File: src/rtl/mem_arb_pkg.sv
// mem_arb_pkg -- shared types and default constants for the memory arbiter.
//   state_t : arbiter FSM states (IDLE, BUSY_I, BUSY_D, DONE)
//   port_t  : requester identity (PORT_I = fetch, PORT_D = load/store)
//   DEF_*   : default address/data widths and busy timeout
package mem_arb_pkg;

  typedef enum logic [1:0] {
    IDLE   = 2'd0,
    BUSY_I = 2'd1,
    BUSY_D = 2'd2,
    DONE   = 2'd3
  } state_t;

  typedef enum logic {
    PORT_I = 1'b0,
    PORT_D = 1'b1
  } port_t;

  localparam int unsigned DEF_ADDR_W      = 32;
  localparam int unsigned DEF_DATA_W      = 32;
  localparam int unsigned DEF_TIMEOUT_CYC = 255;

endpackage

File: src/rtl/mem_arb_pick.sv
// mem_arb_pick -- combinational requester picker.
//   i_req   : fetch port requesting
//   d_req   : load/store port requesting
//   i_last  : port granted most recently
//   o_port  : selected port
//   o_valid : at least one request present
// Build option: MEM_ARB_RR_EN selects round-robin on contention;
// otherwise the load/store port has fixed priority and i_last is unused.
module mem_arb_pick
  import mem_arb_pkg::*;
(
  input  logic  i_req,
  input  logic  d_req,
  input  port_t i_last,
  output port_t o_port,
  output logic  o_valid
);

`ifdef MEM_ARB_RR_EN
  always_comb begin
    o_valid = i_req | d_req;
    o_port  = PORT_I;
    if (i_req && d_req) begin
      // contention: favour whichever port did not win last time
      o_port = (i_last == PORT_D) ? PORT_I : PORT_D;
    end else if (d_req) begin
      o_port = PORT_D;
    end
  end
`else
  logic w_unused_last;
  assign w_unused_last = i_last;

  always_comb begin
    o_valid = i_req | d_req;
    o_port  = d_req ? PORT_D : PORT_I;
  end
`endif

endmodule

File: src/rtl/mem_arbiter.sv
// mem_arbiter -- two-port (fetch / load-store) arbiter onto one memory port.
//   clk, reset                         : clock, synchronous active-high reset
//   i_req/i_addr -> i_gnt/i_rvalid/i_rdata          : fetch port (read only)
//   d_req/d_we/d_addr/d_wdata -> d_gnt/d_rvalid/d_rdata : load/store port
//   err                                : completion was a timeout abort
//   mem_req/mem_we/mem_addr/mem_wdata, mem_rdata/mem_ready : memory side
// Build option: MEM_ARB_RR_EN enables round-robin arbitration with a
// last-grant register; default build uses fixed D-over-I priority.
module mem_arbiter
  import mem_arb_pkg::*;
#(
  parameter int unsigned ADDR_W      = DEF_ADDR_W,
  parameter int unsigned DATA_W      = DEF_DATA_W,
  parameter int unsigned TIMEOUT_CYC = DEF_TIMEOUT_CYC
) (
  input  logic              clk,
  input  logic              reset,
  input  logic              i_req,
  input  logic [ADDR_W-1:0] i_addr,
  output logic              i_gnt,
  output logic              i_rvalid,
  output logic [DATA_W-1:0] i_rdata,
  input  logic              d_req,
  input  logic              d_we,
  input  logic [ADDR_W-1:0] d_addr,
  input  logic [DATA_W-1:0] d_wdata,
  output logic              d_gnt,
  output logic              d_rvalid,
  output logic [DATA_W-1:0] d_rdata,
  output logic              err,
  output logic              mem_req,
  output logic              mem_we,
  output logic [ADDR_W-1:0] mem_addr,
  output logic [DATA_W-1:0] mem_wdata,
  input  logic [DATA_W-1:0] mem_rdata,
  input  logic              mem_ready
);

  // counter only needs to reach TIMEOUT_CYC-1
  localparam int unsigned CNT_W = (TIMEOUT_CYC > 2) ? $clog2(TIMEOUT_CYC) : 1;

  state_t            r_state;
  state_t            w_state_nxt;
  port_t             r_port;
  logic              r_we;
  logic [ADDR_W-1:0] r_addr;
  logic [DATA_W-1:0] r_wdata;
  logic [CNT_W-1:0]  r_cnt;
  logic              r_err;
  logic [DATA_W-1:0] r_i_rdata;
  logic [DATA_W-1:0] r_d_rdata;

  port_t             w_pick_port;
  logic              w_pick_valid;
  port_t             w_last;
  logic              w_grant;
  logic              w_busy;
  logic              w_tmo;
  logic [DATA_W-1:0] w_rd;

`ifdef MEM_ARB_RR_EN
  port_t r_last;

  always_ff @(posedge clk) begin
    if (reset) begin
      r_last <= PORT_I;
    end else if (w_grant) begin
      r_last <= w_pick_port;
    end
  end

  assign w_last = r_last;
`else
  assign w_last = PORT_I;
`endif

  mem_arb_pick u_pick (
    .i_req   (i_req),
    .d_req   (d_req),
    .i_last  (w_last),
    .o_port  (w_pick_port),
    .o_valid (w_pick_valid)
  );

  assign w_busy = (r_state == BUSY_I) || (r_state == BUSY_D);
  assign w_tmo  = (r_cnt == CNT_W'(TIMEOUT_CYC - 1));
  // completion data: writes and timeouts return zero
  assign w_rd   = (mem_ready && !r_we) ? mem_rdata : '0;

  assign mem_we    = w_busy & r_we;
  assign mem_addr  = r_addr;
  assign mem_wdata = r_wdata;
  assign i_rdata   = r_i_rdata;
  assign d_rdata   = r_d_rdata;

  // handshake outputs are masked while reset is held so an aborted
  // access never produces a grant, rvalid or err
  always_comb begin
    w_state_nxt = r_state;
    w_grant     = 1'b0;
    i_gnt       = 1'b0;
    d_gnt       = 1'b0;
    mem_req     = 1'b0;
    i_rvalid    = 1'b0;
    d_rvalid    = 1'b0;
    err         = 1'b0;
    case (r_state)
      IDLE: begin
        if (w_pick_valid && !reset) begin
          w_grant = 1'b1;
          if (w_pick_port == PORT_D) begin
            d_gnt       = 1'b1;
            w_state_nxt = BUSY_D;
          end else begin
            i_gnt       = 1'b1;
            w_state_nxt = BUSY_I;
          end
        end
      end
      BUSY_I, BUSY_D: begin
        mem_req = 1'b1;
        if (mem_ready || w_tmo) begin
          w_state_nxt = DONE;
        end
      end
      DONE: begin
        if (!reset) begin
          i_rvalid = (r_port == PORT_I);
          d_rvalid = (r_port == PORT_D);
          err      = r_err;
        end
        w_state_nxt = IDLE;
      end
      default: w_state_nxt = IDLE;
    endcase
  end

  always_ff @(posedge clk) begin
    if (reset) begin
      r_state   <= IDLE;
      r_port    <= PORT_I;
      r_we      <= 1'b0;
      r_addr    <= '0;
      r_wdata   <= '0;
      r_cnt     <= '0;
      r_err     <= 1'b0;
      r_i_rdata <= '0;
      r_d_rdata <= '0;
    end else begin
      r_state <= w_state_nxt;
      if (w_grant) begin
        r_port <= w_pick_port;
        r_cnt  <= '0;
        r_err  <= 1'b0;
        if (w_pick_port == PORT_D) begin
          r_we    <= d_we;
          r_addr  <= d_addr;
          r_wdata <= d_wdata;
        end else begin
          r_we    <= 1'b0;
          r_addr  <= i_addr;
          r_wdata <= '0;
        end
      end else if (w_busy) begin
        if (mem_ready || w_tmo) begin
          // mem_ready wins over a coincident expiry
          r_err <= ~mem_ready;
          if (r_state == BUSY_I) begin
            r_i_rdata <= w_rd;
          end else begin
            r_d_rdata <= w_rd;
          end
        end else begin
          r_cnt <= r_cnt + CNT_W'(1);
        end
      end
    end
  end

endmodule

File: config.mk
export PLATFORM = sky130hd
export DESIGN_NAME = mem_arbiter
export DESIGN_NICKNAME = d
export VERILOG_FILES = /design/src/rtl/mem_arb_pkg.sv /design/src/rtl/mem_arb_pick.sv /design/src/rtl/mem_arbiter.sv
export SDC_FILE = /design/constraint.sdc
export NUM_CORES = 1
export LEC_CHECK = 0
export BUFFER_PORTS_ARGS = -buffer_cell sky130_fd_sc_hd__buf_2
export CORE_ASPECT_RATIO = 1.5
export CORE_MARGIN = 4
export CORE_UTILIZATION = 45
export CTS_CLUSTER_DIAMETER = 80
export CTS_CLUSTER_SIZE = 20
export DETAILED_ROUTE_END_ITERATION = 10
export PLACE_DENSITY = 0.8
export SYNTH_ARGS = -nofsm -noshare
export SYNTH_HDL_FRONTEND = slang
export SYNTH_SLANG_ARGS = --single-unit
export TNS_END_PERCENT = 100
File: constraint.sdc
create_clock -name clk -period 2.07 [get_ports clk]
set_input_delay 0.207 -clock clk [delete_from_list [all_inputs] [get_ports clk]]
set_output_delay 0.207 -clock clk [all_outputs]
set_load 0.05 [all_outputs]
* Word level (Yosys, flattened, before mapping)
Index checks and enable logic that the tools add are counted.
** Word-level totals
- Register bits after elaboration :: 141
- Input port bits :: 134
** Cells by class
- Add/sub/neg operators :: 1
- Eq/ne operators :: 6
- Mux-type cells :: 24
- Bitwise operators :: 7
- Reduce and logical (&&, ||, !) cells :: 14
** Operators by type and width (count)
- $mux W32 :: 3
- $mux W1 :: 17
- $add A8 B1 Y8 const B :: 1
- $eq A8 B8 Y1 const B :: 1
- $reduce_and A4 Y1 :: 2
- $mux W2 :: 3
- $pmux W2 S3 :: 1
- $reduce_and A2 Y1 :: 3
- $not A1 Y1 :: 5
- $eq A2 B2 Y1 const B :: 2
- $ne A2 B2 Y1 const B :: 2
- $reduce_or A2 Y1 :: 2
- $eq A2 B1 Y1 const B :: 1
- $logic_and A1 B1 Y1 :: 2
- $logic_not A1 Y1 :: 2
- $logic_not A2 Y1 :: 1
- $logic_or A1 B1 Y1 :: 2
- $and A1 B1 Y1 :: 1
- $or A1 B1 Y1 :: 1

* Logic depth before layout (Yosys ltp)
- Depth after elaboration :: 6
- Mapped depth :: 9
- Depth with buffers taken out :: 6

* Cells and area by module
A second synthesis with hierarchy kept.
** Unflattened totals
- Cell total of the unflattened synthesis :: 452
- Area, all modules :: 5202.5 um2
** By module, submodules not included
- mem_arbiter :: instances 1, cells an instance 450, area an instance 5188.7 um2
- mem_arb_pick :: instances 1, cells an instance 2, area an instance 13.8 um2

* Worst setup path after synthesis
OpenSTA, ideal clock, no wires.
- Path type :: flip-flop to flip-flop
- From :: register r_state[0]
- To :: register r_state[1]
- Setup time :: 133 ps
- Data arrival time :: 1914 ps
- Required time :: 1937 ps
- Setup slack :: 24 ps
- Cell stages (with the launch flop) :: 8
- Cell sequence :: dfxtp_1 -> inv_1 -> ha_1 -> buf_2 -> nor2b_1 -> o21ai_1 -> a21bo_2 -> a21oi_1
** On the way
- Cells in the longest elaborated chain, start to end :: 4
- Elaborated cells between the ends (all ways) :: 9
- Those cells by class :: eq/ne (5); mux (1); reduce/logical (3)
** RTL lines
- from (decl) :: RTL line mem_arbiter.sv:42 : state_t r_state;
- from (signal assigned) :: RTL line mem_arbiter.sv:150 : r_state <= w_state_nxt;
- $eq A2 B1 Y1 / $eq A2 B2 Y1 (equally long branches) :: RTL line mem_arbiter.sv:107 : case (r_state)
- $reduce_or A2 Y1 :: RTL line mem_arbiter.sv:107
- $ne A2 B2 Y1 (no source line)
- $reduce_and A2 Y1 (no source line)
Several ways; a longest one is shown, not always the timed one.
A chain may end at the register's enable or synchronous reset.

* Worst setup path after layout
- From :: register r_state[0]
- To :: output i_gnt
** On the way
- Cells in the longest elaborated chain, start to end :: 2
** RTL lines
- $logic_not A2 Y1 :: RTL line mem_arbiter.sv:107
- $mux W1 :: RTL line mem_arbiter.sv:107
- to (decl) :: RTL line mem_arbiter.sv:20 : output logic i_gnt,
No other way between the ends.

==> out/results.ini <==
[status]
status=completed

[routing]
vias=4549
ant_nets=0
drcViolationCount=0
routed_via_density=5.21
drt_iter0_drc=125
drt_first_pass_iters=5
finalWirelength_um=14700
post_drt_wl_per_cell_um=16.8

[floorplan]
die_area_um2=13200
start_util=0.463
coreArea_um2=11100
io_pins=269
die_y_um=139
die_w_um=95.0
num_rows=47

[timing]
rsz0062_at_grt=no
fmax_mhz=508
tightest_slew_ns=0.530
finClkSkew_ns=0.0103
period_minus_slack_ns=1.97
drv_slew=0
relSlewSlack=0.647
hold_ws_ns=0.0186
setup-violations-final=0
fin_tns_setup_ns=0
finalHoldViolations=0
fin_crit_sh=0.950

[power_and_ir_drop]
powerDensity_nw_per_um2=1380
power.total_mw=10.1
p_leak_nw=3.63
peakVddDrop_mv=0.678

[finish]
ff_latch_area_um2=2820
drive_gt1_frac=0.439
nFillCells=897
diodes=0
multi_input_comb_area_um2=2070
nets=852
area_growth_pct=42.8
final_util=0.660

[critical_path]
endpoint_kind=primary output
r2r-start=r_cnt[0]
cp-start-kind=flip-flop
critPathKind=reg -> out
cp.required_ns=1.86
worstPathArrival_ns=1.76
critical_path.startpoint=r_state[0]
rrSetupSlack_ns=0.27
rr_worst_depth=7
r2r-end=i_rdata[8]
worstPathMaxFanout=6

[hold_path]
hold_path_startpoint=d_wdata[5]
hold_depth=2
min_to=mem_wdata[5]
min_path_type=in -> reg

[synthesis]
synth_area_um2=5110
synth-seq-cells=141
synth.distinct_cells=41
synth.avg_cell_area_um2=11.4
synthFlopType=dfxtp_1
postSynthCellCount=447
synthArstFlopShare=0
synth-edff-count=0
yosysWarnings=0
ys_seq_area_frac=0.552
synth_nets=586

[global_route]
grt_max_degree=36
grtUsageTotal=0.217
grt_pass1_wl_um=22600
antenna_found_initial=0
grt_overflow=0
grt_pass1_vias=4568

[cts]
cts_root_buffer=clkbuf_16
cts_tree=done
h-tree-depth=4
clock-sinks=141
clock_latency_ns=0.40
cts_setup_buffers=0
clk_path_buf_depth=2
clkTransAtPathRegs_ns=0.06
cts_buffers=17

[placed_design]
hpwl_um=11000
place_congestion=0.808
io_buffers=268

[flow_run]
maxCapViolations=0

-- cell families after synthesis --
kind of cell / share of synthesized area
and+or+nand+nor: 0.0663
AOI/OAI and AO/OA: 0.247
buffers and inverters: 0.0477
adders and majority gates: 0.0122
DFF: 0.552
muxes: 0.0646
xor gates and xnor gates: 0.0103
-- sequential cells by signal, indices dropped and copies added (netlist names) --
register	cells
mem_addr	32
r_state	2
r_err	1
i_rdata	32
mem_wdata	32
r_cnt	8
r_we	1
r_port	1
d_rdata	32
-- cell type report --
type / count / area share
clock buffer: 20 / 0.0598
clock inverter: 12 / 0.0255
inverter: 5 / 0.00257
multi-input combinational: 263 / 0.283
sequential: 141 / 0.387
tap: 147 / 0.0252
timing repair buffer: 285 / 0.217
-- Yosys cell counts, types with 2 or more instances --
cell / number / area, um^2
nor2_2: 2 / 12.5
dfxtp_1: 141 / 2820
a21o_1: 2 / 15.0
clkbuf_1: 13 / 48.8
nor2_1: 43 / 161
buf_4: 3 / 22.5
nand3_1: 2 / 10.0
buf_2: 15 / 75.1
inv_1: 5 / 18.8
o211ai_1: 3 / 22.5
and2_1: 2 / 12.5
and3b_1: 2 / 17.5
mux2i_1: 33 / 330
nor2b_1: 2 / 12.5
nand2b_1: 3 / 18.8
buf_6: 7 / 78.8
a21oi_1: 3 / 15.0
and3_1: 3 / 18.8
xor2_1: 5 / 43.8
a22o_1: 97 / 850
a41o_1: 2 / 20.0
nor3b_1: 2 / 15.0
a41oi_2: 2 / 32.5
ha_1: 5 / 62.6
a211oi_1: 32 / 240
nand2_1: 3 / 11.3
-- placed cells by master (no fill, tap or decap), types with 3 or more instances in the layout --
master         netlist  final
clkbuf_1            13      3
xor2_1               5      5
a211oi_1            32     32
clkbuf_16            0     17
dlygate4sd3_1        0      6
nor2_1              43     42
clkinv_4             0      5
dfxtp_1            141    141
buf_12               0      7
nand2b_1             3      3
nand2_1              3      3
a21oi_1              3      3
a22o_1              97     97
buf_4                3      6
mux2i_1             33     33
ha_1                 5      4
o211ai_1             3      3
inv_1                5      5
and3_1               3      3
buf_2               15    265
bufinv_16            0      4
-- power by group --
part	leakage (nW)	internal, mW	switching [mW]
clock	0.303	2.03	1.14
sequential	1.15	3.16	0.239
combinational	2.17	1.00	2.52
-- critical path: stages, from the launching register on --
cell and delay [ns]:
dfxtp_1 0.33, inv_1 0.12, ha_4 0.19, o21ai_4 0.10, or2_1 0.30, nor2_1 0.15, buf_6 0.18
-- per-layer routing --
metal | track usage | share of wire | up-vias
li1 | - | - | 2206
met1 | 0.237 | 0.38 | 2078
met2 | 0.372 | 0.51 | 236
met3 | 0.0787 | 0.090 | 29
met4 | 0.0928 | 0.025 | 0
met5 | 0 | 0 | -
-- timing repair --
item	4_1_cts	5_1_grt
setup endpoints to repair	3	2
gates resized for setup	4	2
hold endpoints to repair	0	6
hold buffers	0	6
pin swaps	0	0
-- worst max-delay path by stage --
stage,end,slack [ns],cells after the start
after global routing,i_gnt,0.009,6
after CTS,i_gnt,0.05,6
after detailed placement,d_rdata[17],0.20,7
after global placement,i_rdata[29],0.30,7
after floorplan,r_state[1],0.02,7
final,i_gnt,0.10,6
-- per-stage QoR --
stage          cells  area [um^2]  setup slack, ns
2_1_floorplan    447         5110           0.0237
3_3_place_gp     835         6590            0.303
3_5_place_dp     835         6590            0.205
4_1_cts          867         7230           0.0459
5_1_grt          873         7300          0.00863
6_report         873         7300            0.103
(Power assumes the default switching activity.)
